--- config.mk ---
export PLATFORM = sky130hd
export DESIGN_NAME = hv_mem_arbiter
export DESIGN_NICKNAME = d
export VERILOG_FILES = /design/src/rtl/hv_mem_pkg.sv /design/src/rtl/hv_rr_arbiter.sv /design/src/rtl/hv_mem_arbiter.sv
export SDC_FILE = /design/constraint.sdc
export NUM_CORES = 1
export LEC_CHECK = 0
export ABC_AREA = 1
export CORE_AREA = 2 2 136 138
export DETAILED_ROUTE_END_ITERATION = 12
export DIE_AREA = 0 0 138 140
export MAX_ROUTING_LAYER = met4
export PLACE_DENSITY = 0.76
export SETUP_SLACK_MARGIN = 0.1
export SLEW_MARGIN = 20
export SYNTH_ARGS = -nofsm -noshare
export SYNTH_HDL_FRONTEND = slang
export SYNTH_SLANG_ARGS = --single-unit
export TNS_END_PERCENT = 30
--- constraint.sdc ---
create_clock -name clk -period 3.9 [get_ports clk]
set_clock_uncertainty 0.15 [all_clocks]
set_input_delay 1.17 -clock clk [delete_from_list [all_inputs] [get_ports clk]]
set_output_delay 1.17 -clock clk [all_outputs]
set_load 0.02 [all_outputs]
--- src/rtl/hv_mem_pkg.sv ---
// ----------------------------------------------------------------------------
// hv_mem_pkg
//   Types and helpers shared by the HV memory clients and the HV RAM arbiter.
//   addr_t / data_t  : default-width HV RAM address and data words
//   arb_state_e      : arbiter FSM states (ARB = round-robin, LOCK = burst hold)
//   onehot_to_idx    : index of the set bit of a one-hot vector (up to 32 bits)
// ----------------------------------------------------------------------------
package hv_mem_pkg;

    localparam int HV_DATA_WIDTH_DEFAULT    = 32;
    localparam int HV_ADDRESS_WIDTH_DEFAULT = 21;

    typedef logic [HV_ADDRESS_WIDTH_DEFAULT-1:0] addr_t;
    typedef logic [HV_DATA_WIDTH_DEFAULT-1:0]    data_t;

    typedef enum logic {
        ARB  = 1'b0,
        LOCK = 1'b1
    } arb_state_e;

    // Returns 0 for an all-zero vector; callers only use it on a valid grant.
    function automatic int unsigned onehot_to_idx(input logic [31:0] oh);
        int unsigned idx;
        idx = 0;
        for (int unsigned i = 0; i < 32; i++) begin
            if (oh[i]) begin
                idx = i;
            end
        end
        return idx;
    endfunction

endpackage

--- src/rtl/hv_rr_arbiter.sv ---
// ----------------------------------------------------------------------------
// hv_rr_arbiter
//   Purely combinational round-robin pick: grants the first set request bit
//   at or after position ptr, wrapping modulo NUM_REQ.
//   req   in  NUM_REQ           request vector
//   ptr   in  $clog2(NUM_REQ)   highest-priority position (0..NUM_REQ-1)
//   grant out NUM_REQ           one-hot grant, zero when no request
// ----------------------------------------------------------------------------
module hv_rr_arbiter #(
    parameter int NUM_REQ = 4
) (
    input  logic [NUM_REQ-1:0]         req,
    input  logic [$clog2(NUM_REQ)-1:0] ptr,
    output logic [NUM_REQ-1:0]         grant
);

    localparam int PTR_W = $clog2(NUM_REQ);

    logic [PTR_W-1:0] idx;
    logic             found;

    always_comb begin
        grant = '0;
        found = 1'b0;
        idx   = '0;
        for (int i = 0; i < NUM_REQ; i++) begin
            // modulo keeps the scan valid for non-power-of-two NUM_REQ
            idx = PTR_W'((int'(ptr) + i) % NUM_REQ);
            if (!found && req[idx]) begin
                grant[idx] = 1'b1;
                found      = 1'b1;
            end
        end
    end

endmodule

--- src/rtl/hv_mem_arbiter.sv ---
// ----------------------------------------------------------------------------
// hv_mem_arbiter
//   Shares one single-cycle-latency HV RAM port among NUM_REQ requesters with
//   round-robin arbitration and an optional per-requester burst lock. One
//   access is issued per cycle through a registered command stage; read data
//   returns three cycles after the transfer, tagged one-hot to the issuer.
//   clk, reset_n             clock / asynchronous active-low reset
//   req_valid/ready/we/lock  per-requester handshake, direction, burst hold
//   req_address, req_data    per-requester address / write data
//   rsp_valid, rsp_data      one-hot read-return pulse and shared data bus
//   mem_we_n, mem_address,
//   mem_wdata, mem_rdata     single-port RAM interface
// ----------------------------------------------------------------------------
module hv_mem_arbiter #(
    parameter int NUM_REQ          = 4,
    parameter int HV_DATA_WIDTH    = 32,
    parameter int HV_ADDRESS_WIDTH = 21
) (
    input  logic                        clk,
    input  logic                        reset_n,
    input  logic [NUM_REQ-1:0]          req_valid,
    output logic [NUM_REQ-1:0]          req_ready,
    input  logic [NUM_REQ-1:0]          req_we,
    input  logic [NUM_REQ-1:0]          req_lock,
    input  logic [HV_ADDRESS_WIDTH-1:0] req_address [0:NUM_REQ-1],
    input  logic [HV_DATA_WIDTH-1:0]    req_data    [0:NUM_REQ-1],
    output logic [NUM_REQ-1:0]          rsp_valid,
    output logic [HV_DATA_WIDTH-1:0]    rsp_data,
    output logic                        mem_we_n,
    output logic [HV_ADDRESS_WIDTH-1:0] mem_address,
    output logic [HV_DATA_WIDTH-1:0]    mem_wdata,
    input  logic [HV_DATA_WIDTH-1:0]    mem_rdata
);

    import hv_mem_pkg::*;

    localparam int TAG_W = $clog2(NUM_REQ);

    arb_state_e         state, state_nxt;
    logic [TAG_W-1:0]   lock_owner, lock_owner_nxt;
    logic [TAG_W-1:0]   last_grant, last_grant_nxt;
    logic [TAG_W-1:0]   rr_ptr, g_idx;
    logic [NUM_REQ-1:0] rr_grant, lock_oh, grant;
    logic               fire;

    logic [TAG_W-1:0]   tag_p0, tag_p1;
    logic               rd_p0, rd_p1;
    logic [NUM_REQ-1:0] rsp_oh;

    assign rr_ptr = (last_grant == TAG_W'(NUM_REQ - 1)) ? '0 : last_grant + TAG_W'(1);

    hv_rr_arbiter #(
        .NUM_REQ (NUM_REQ)
    ) u_rr_arbiter (
        .req   (req_valid),
        .ptr   (rr_ptr),
        .grant (rr_grant)
    );

    always_comb begin
        state_nxt      = state;
        lock_owner_nxt = lock_owner;
        last_grant_nxt = last_grant;
        lock_oh        = '0;
        lock_oh[lock_owner] = 1'b1;
        grant          = '0;
        case (state)
            ARB:     grant = rr_grant;
            LOCK:    grant = lock_oh & req_valid;
            default: grant = '0;
        endcase
        // req_ready must stay low while reset is held, even with req_valid high
        if (!reset_n) begin
            grant = '0;
        end
        fire  = |grant;
        g_idx = TAG_W'(onehot_to_idx(32'(grant)));
        if (fire) begin
            last_grant_nxt = g_idx;
            if (req_lock[g_idx]) begin
                state_nxt      = LOCK;
                lock_owner_nxt = g_idx;
            end else begin
                state_nxt = ARB;
            end
        end
        req_ready = grant;
    end

    always_ff @(posedge clk or negedge reset_n) begin
        if (!reset_n) begin
            state      <= ARB;
            lock_owner <= '0;
            last_grant <= TAG_W'(NUM_REQ - 1);  // next pick favours requester 0
        end else begin
            state      <= state_nxt;
            lock_owner <= lock_owner_nxt;
            last_grant <= last_grant_nxt;
        end
    end

    // ---- stage p0: issue registers drive the RAM (T+1) ----
    always_ff @(posedge clk or negedge reset_n) begin
        if (!reset_n) begin
            mem_we_n    <= 1'b1;
            mem_address <= '0;
            mem_wdata   <= '0;
            tag_p0      <= '0;
            rd_p0       <= 1'b0;
        end else if (fire) begin
            mem_we_n    <= ~req_we[g_idx];
            mem_address <= req_address[g_idx];
            mem_wdata   <= req_data[g_idx];
            tag_p0      <= g_idx;
            rd_p0       <= ~req_we[g_idx];
        end else begin
            // address/data hold so an idle cycle never looks like a new access
            mem_we_n <= 1'b1;
            rd_p0    <= 1'b0;
        end
    end

    // ---- stage p1: tag aligned with mem_rdata (T+2) ----
    always_ff @(posedge clk or negedge reset_n) begin
        if (!reset_n) begin
            tag_p1 <= '0;
            rd_p1  <= 1'b0;
        end else begin
            tag_p1 <= tag_p0;
            rd_p1  <= rd_p0;
        end
    end

    always_comb begin
        rsp_oh         = '0;
        rsp_oh[tag_p1] = 1'b1;
    end

    // ---- response register (T+3) ----
    always_ff @(posedge clk or negedge reset_n) begin
        if (!reset_n) begin
            rsp_valid <= '0;
            rsp_data  <= '0;
        end else begin
            rsp_valid <= rd_p1 ? rsp_oh : '0;
            if (rd_p1) begin
                rsp_data <= mem_rdata;
            end
        end
    end

endmodule

Word level (Yosys, flattened, before mapping)
Cells that the tools add are included.

operators by class
  add/sub/neg operators = 4
  bitwise operators = 7
  order comparisons = 14
  multiplexer cells = 47
  reductions and logical operators = 14
  equal/unequal tests = 1

operators with widths
  kind                   count
  $bmux W32 S2           1
  $mux W32               2
  $bmux W21 S2           1
  $mux W21               2
  $mux W4                6
  $lt A2 B3 Y1 const B   7
  $mux W1                19
  $bmux W1 S2            6
  $demux W1 S2           6
  $ge A2 B1 Y1 const B   6
  $or A4 B4 Y4           3
  $logic_and A1 B1 Y1    9
  $pmux W4 S2            1
  $mux W2                3
  $add A2 B1 Y2 const B  2
  $add A2 B2 Y2 const B  2
  $and A4 B4 Y4          1
  $reduce_or A4 Y1       1
  $ge A3 B3 Y1 const B   1
  $logic_not A1 Y1       3
  $not A2 Y3             1
  $eq A2 B2 Y1 const B   1
  $not A1 Y1             2
  $reduce_and A2 Y1      1

storage, ports and cells
  register bits = 101
  output and inout port bits = 94
  bits of input ports = 258
  logic and storage cells = 99

Logic depth before layout (Yosys ltp)
  word-level depth = 23
  gate-level depth with buffers = 21
  gate-level depth less buffers = 20

By module
A second synthesis with hierarchy kept.

unflattened totals
  cells, all modules = 935
  area, all modules = 6,200.9 µm²

by module, submodules not included
  module          area each (µm²)  times used  cells each
  hv_mem_arbiter  5,801.8          1           862
  hv_rr_arbiter   399.1            1           73

Least setup slack after synthesis
No wires, ideal clock.

  kind = input-to-output
  start = input port req_valid[2]
  end = output port req_ready[3]
  buffers on the path = 3
  arrival = 2.470 ns
  cell stages on the path = 12
  path slack = 0.110 ns
  cell sequence = inv_1 nand2_1 nand3_1 nand2_2 nor3_2 nand2_1 nand3_1 nand2_2 buf_6 buf_6 buf_4 inv_1

between the ends
  word-level cells in the longest chain between the ends = 14
  elaborated cells between the ends (all ways) = 26
  those cells by class = 17 x mux; 3 x bitwise; 6 x reduce/logical

ends and longest elaborated chain
  item                           line                  text
  start: declaration             hv_mem_arbiter.sv:21  input logic [NUM_REQ-1:0] req_valid,
  $bmux W1 S2                    hv_rr_arbiter.sv:29   if (!found && req[idx]) begin
  $mux W1 (not written as such)  hv_rr_arbiter.sv:29
  $mux W1                        hv_rr_arbiter.sv:29
  $logic_not A1 Y1               hv_rr_arbiter.sv:29
  $logic_and A1 B1 Y1            hv_rr_arbiter.sv:29
  $mux W1                        hv_rr_arbiter.sv:29
  $logic_not A1 Y1               hv_rr_arbiter.sv:29
  $logic_and A1 B1 Y1            hv_rr_arbiter.sv:29
  $mux W1                        hv_rr_arbiter.sv:29
  $logic_not A1 Y1               hv_rr_arbiter.sv:29
  $logic_and A1 B1 Y1            hv_rr_arbiter.sv:29
  $mux W4 *                      hv_rr_arbiter.sv:29
  $pmux W4 S2 *                  hv_mem_arbiter.sv:67  case (state)
  $mux W4 *                      hv_mem_arbiter.sv:73  if (!reset_n) begin
  end: declaration               hv_mem_arbiter.sv:22  output logic [NUM_REQ-1:0] req_ready,

Every way passes the cells marked *; elsewhere a longest branch is shown, timed or not. The select of a mux whose other input is x is not followed.

Worst setup path after layout
Same ends and word-level chain as after synthesis.

==> impl_metrics.env <==
export IMPL_htree_levels=3
export IMPL_yosysSeqAreaShare=0.384
export IMPL_routedWlPerCell_um=15.8
export IMPL_drt_pass1_iterations=5
export IMPL_drtIter0Drc=396
export IMPL_globalplace_congestion=0.907
export IMPL_core_area_um2=17800
export IMPL_io_buffers=351
export IMPL_cts_tree="yes"
export IMPL_fp_dieW_um=138
export IMPL_clk_latency_ns=0.36
export IMPL_fin_crit_sh=0.952
export IMPL_grt_pass1_wl_mm=38.1
export IMPL_slew_headroom=0.307
export IMPL_r2r_start="last_grant[1]$_DFFE_PN1N_"
export IMPL_initial_core_util=0.371
export IMPL_syn_nets=1254
export IMPL_clockBufferDepth=2
export IMPL_drcViolationCount=0
export IMPL_post_route_min_period_ns=3.71
export IMPL_power_leakage_nw=5.16
export IMPL_final_antenna_net_count=0
export IMPL_syn_inst=989
export IMPL_critPathRequiredTime_ns=2.58
export IMPL_hold_path_end="rd_p1$_DFF_PN0_"
export IMPL_cts_clk_slew_worst_paths_ns=0.07
export IMPL_setup_viol=0
export IMPL_vias=7493
export IMPL_hpwl_mm=18.3
export IMPL_tns_ns=0
export IMPL_antenna_found_initial=0
export IMPL_cp_end_kind="output port"
export IMPL_grt_max_degree=71
export IMPL_final_cell_mix="clkdlybuf4s50_1, nor2_1, nand2_1"
export IMPL_critPathArrivalTime_ns=2.39
export IMPL_reg2regPathDepth=20
export IMPL_wirelength_mm=24.7
export IMPL_yosysUniqueCellTypes=29
export IMPL_start_kind="input pin"
export IMPL_finalMaxSlewViolations=0
export IMPL_cts_num_sinks=101
export IMPL_grt_pass1_vias=7108
export IMPL_path_class="in2out"
export IMPL_max_freq_mhz=269
export IMPL_path_max_fanout=6
export IMPL_min_from="rd_p0$_DFF_PN0_"
export IMPL_placementRows=49
export IMPL_synth_top_cell_by_area="dfrtp_1"
export IMPL_pin_count=352
export IMPL_status="finished clean"
export IMPL_r2r_slack_ns=0.48
export IMPL_ys_top_cells_by_area="dfrtp_1, nor2_1, nand2_1"
export IMPL_cts_buffers=9
export IMPL_num_antenna_cells=0
export IMPL_power_density_nw_per_um2=967
export IMPL_fin_nets=1596
export IMPL_tightest_slew_ns=1.03
export IMPL_worstSetupStartpoint="req_valid[2]"
export IMPL_die_h_um=140
export IMPL_power_mw=10.5
export IMPL_dieArea_um2=19300
export IMPL_hold_viol=0
export IMPL_grtUsageTotal=0.256
export IMPL_root_buffer="clkbuf_16"
export IMPL_globalRouteOverflowTotal=0
export IMPL_utilization=0.612
export IMPL_synth_top_area_share=0.372
export IMPL_drive_above_1_share=0.103
export IMPL_vias_per_cell=4.79
export IMPL_ys_warnings_count=0
export IMPL_layout_commonest_cell="clkdlybuf4s50_1"
export IMPL_rsz0062_at_grt="yes"
export IMPL_r2r_end="mem_wdata[25]$_DFFE_PN0N_"
export IMPL_hp_class="reg2reg"
export IMPL_syn_area_um2=6590
export IMPL_vdd_drop_max_mv=0.506
export IMPL_cts_hold_buffers=0
export IMPL_syn_to_final_growth_pct=65.2
export IMPL_synth_avg_cell_area_um2=6.66
export IMPL_fillers=1629
export IMPL_whs_path_depth=0
export IMPL_ys_ff_latch=101
export IMPL_drv_cap=0
## flip-flops by register name, indices dropped and copies added (netlist names)
signal       count
tag_p0           2
mem_wdata       32
rsp_data        32
state            1
last_grant       2
tag_p1           2
rsp_valid        4
lock_owner       2
mem_we_n         1
mem_address     21
rd_p0            1
rd_p1            1
## kinds of logic (layout without fill, tap and decap cells)
kind of cell / count (synthesis) / after routing / synth area share
compound gates: 119 / 119 / 0.0908
fa+ha+maj: 7 / 7 / 0.0133
buf+inv: 143 / 490 / 0.102
flops: 101 / 101 / 0.384
simple gates: 619 / 619 / 0.410
## critical path: stages
cell and delay [ns]:
clkdlybuf4s15_1 0.20, inv_2 0.08, nand2_2 0.06, nand3_2 0.11
nand2_4 0.08, nor2_4 0.18, buf_6 0.12, nand3_4 0.07
nand3_4 0.11, nand2_4 0.05, inv_1 0.06, buf_6 0.11
## synth_stat cells
cell,n
nor2_1,255
nand2_1,244
dfrtp_1,98
inv_1,77
o21ai_1,61
nand3b_1,54
o21ai_0,52
buf_2,31
nand3_1,26
nor2_2,22
clkbuf_1,11
buf_4,9
ha_1,7
buf_6,6
a21oi_1,5
inv_2,5
nand2_2,5
nor3_1,4
dfstp_2,3
nand2_4,3
nand3_2,2
nor2_4,2
a21boi_1,1
buf_8,1
clkbuf_2,1
clkinv_1,1
inv_4,1
nand2_8,1
nor3_2,1
## how the worst max path moves through the flow
stage / end / slack, ns / depth (start not counted)
CTS: req_ready[3] / 0.10 / 12
global route: req_ready[0] / 0.09 / 12
global placement: req_ready[3] / -0.55 / 12
floorplan: req_ready[3] / 0.11 / 12
finish: req_ready[3] / 0.19 / 12
detailed placement: req_ready[3] / -0.57 / 12
## per-stage QoR
stage	cell area, µm²	hold slack, ns	instances	setup WS [ns]
finish	10900	0.206	1565	0.189
CTS	10800	0.208	1564	0.102
floorplan	6590	0.181	989	0.110
global route	10900	0.223	1565	0.0934
global placement	10400	0.186	1545	-0.547
detailed placement	10400	0.190	1545	-0.572
## layout make-up
| type | count | area, µm² | area share |
|---|---|---|---|
| Tap cell | 229 | 287 | 0.0263 |
| Clock buffer | 9 | 225 | 0.0207 |
| Timing Repair Buffer | 390 | 3910 | 0.359 |
| Inverter | 84 | 318 | 0.0292 |
| Sequential cell | 101 | 2530 | 0.232 |
| Multi-Input combinational cell | 745 | 3530 | 0.324 |
| Clock inverter | 7 | 91.3 | 0.00839 |
## power by group
group          switching (mW)  internal (mW)
Sequential              0.295           1.64
Clock                   0.479          0.462
Combinational            4.54           3.10
Total                    5.32           5.21
## per-layer routing
layer	up-vias	track usage	part of all wire
met5	-	-	0
met4	0	0.0849	0.026
met3	43	0.0414	0.059
met2	275	0.431	0.50
met1	3428	0.316	0.42
li1	3747	-	-
## repair_timing
action | in CTS | in global routing
setup buffers | 3 | 1
setup endpoints to repair | 66 | 63
pin swaps | 7 | 15
resized for setup | 33 | 36
endpoints found under the hold margin | 0 | 0
Power figures use the tool's default switching activity.
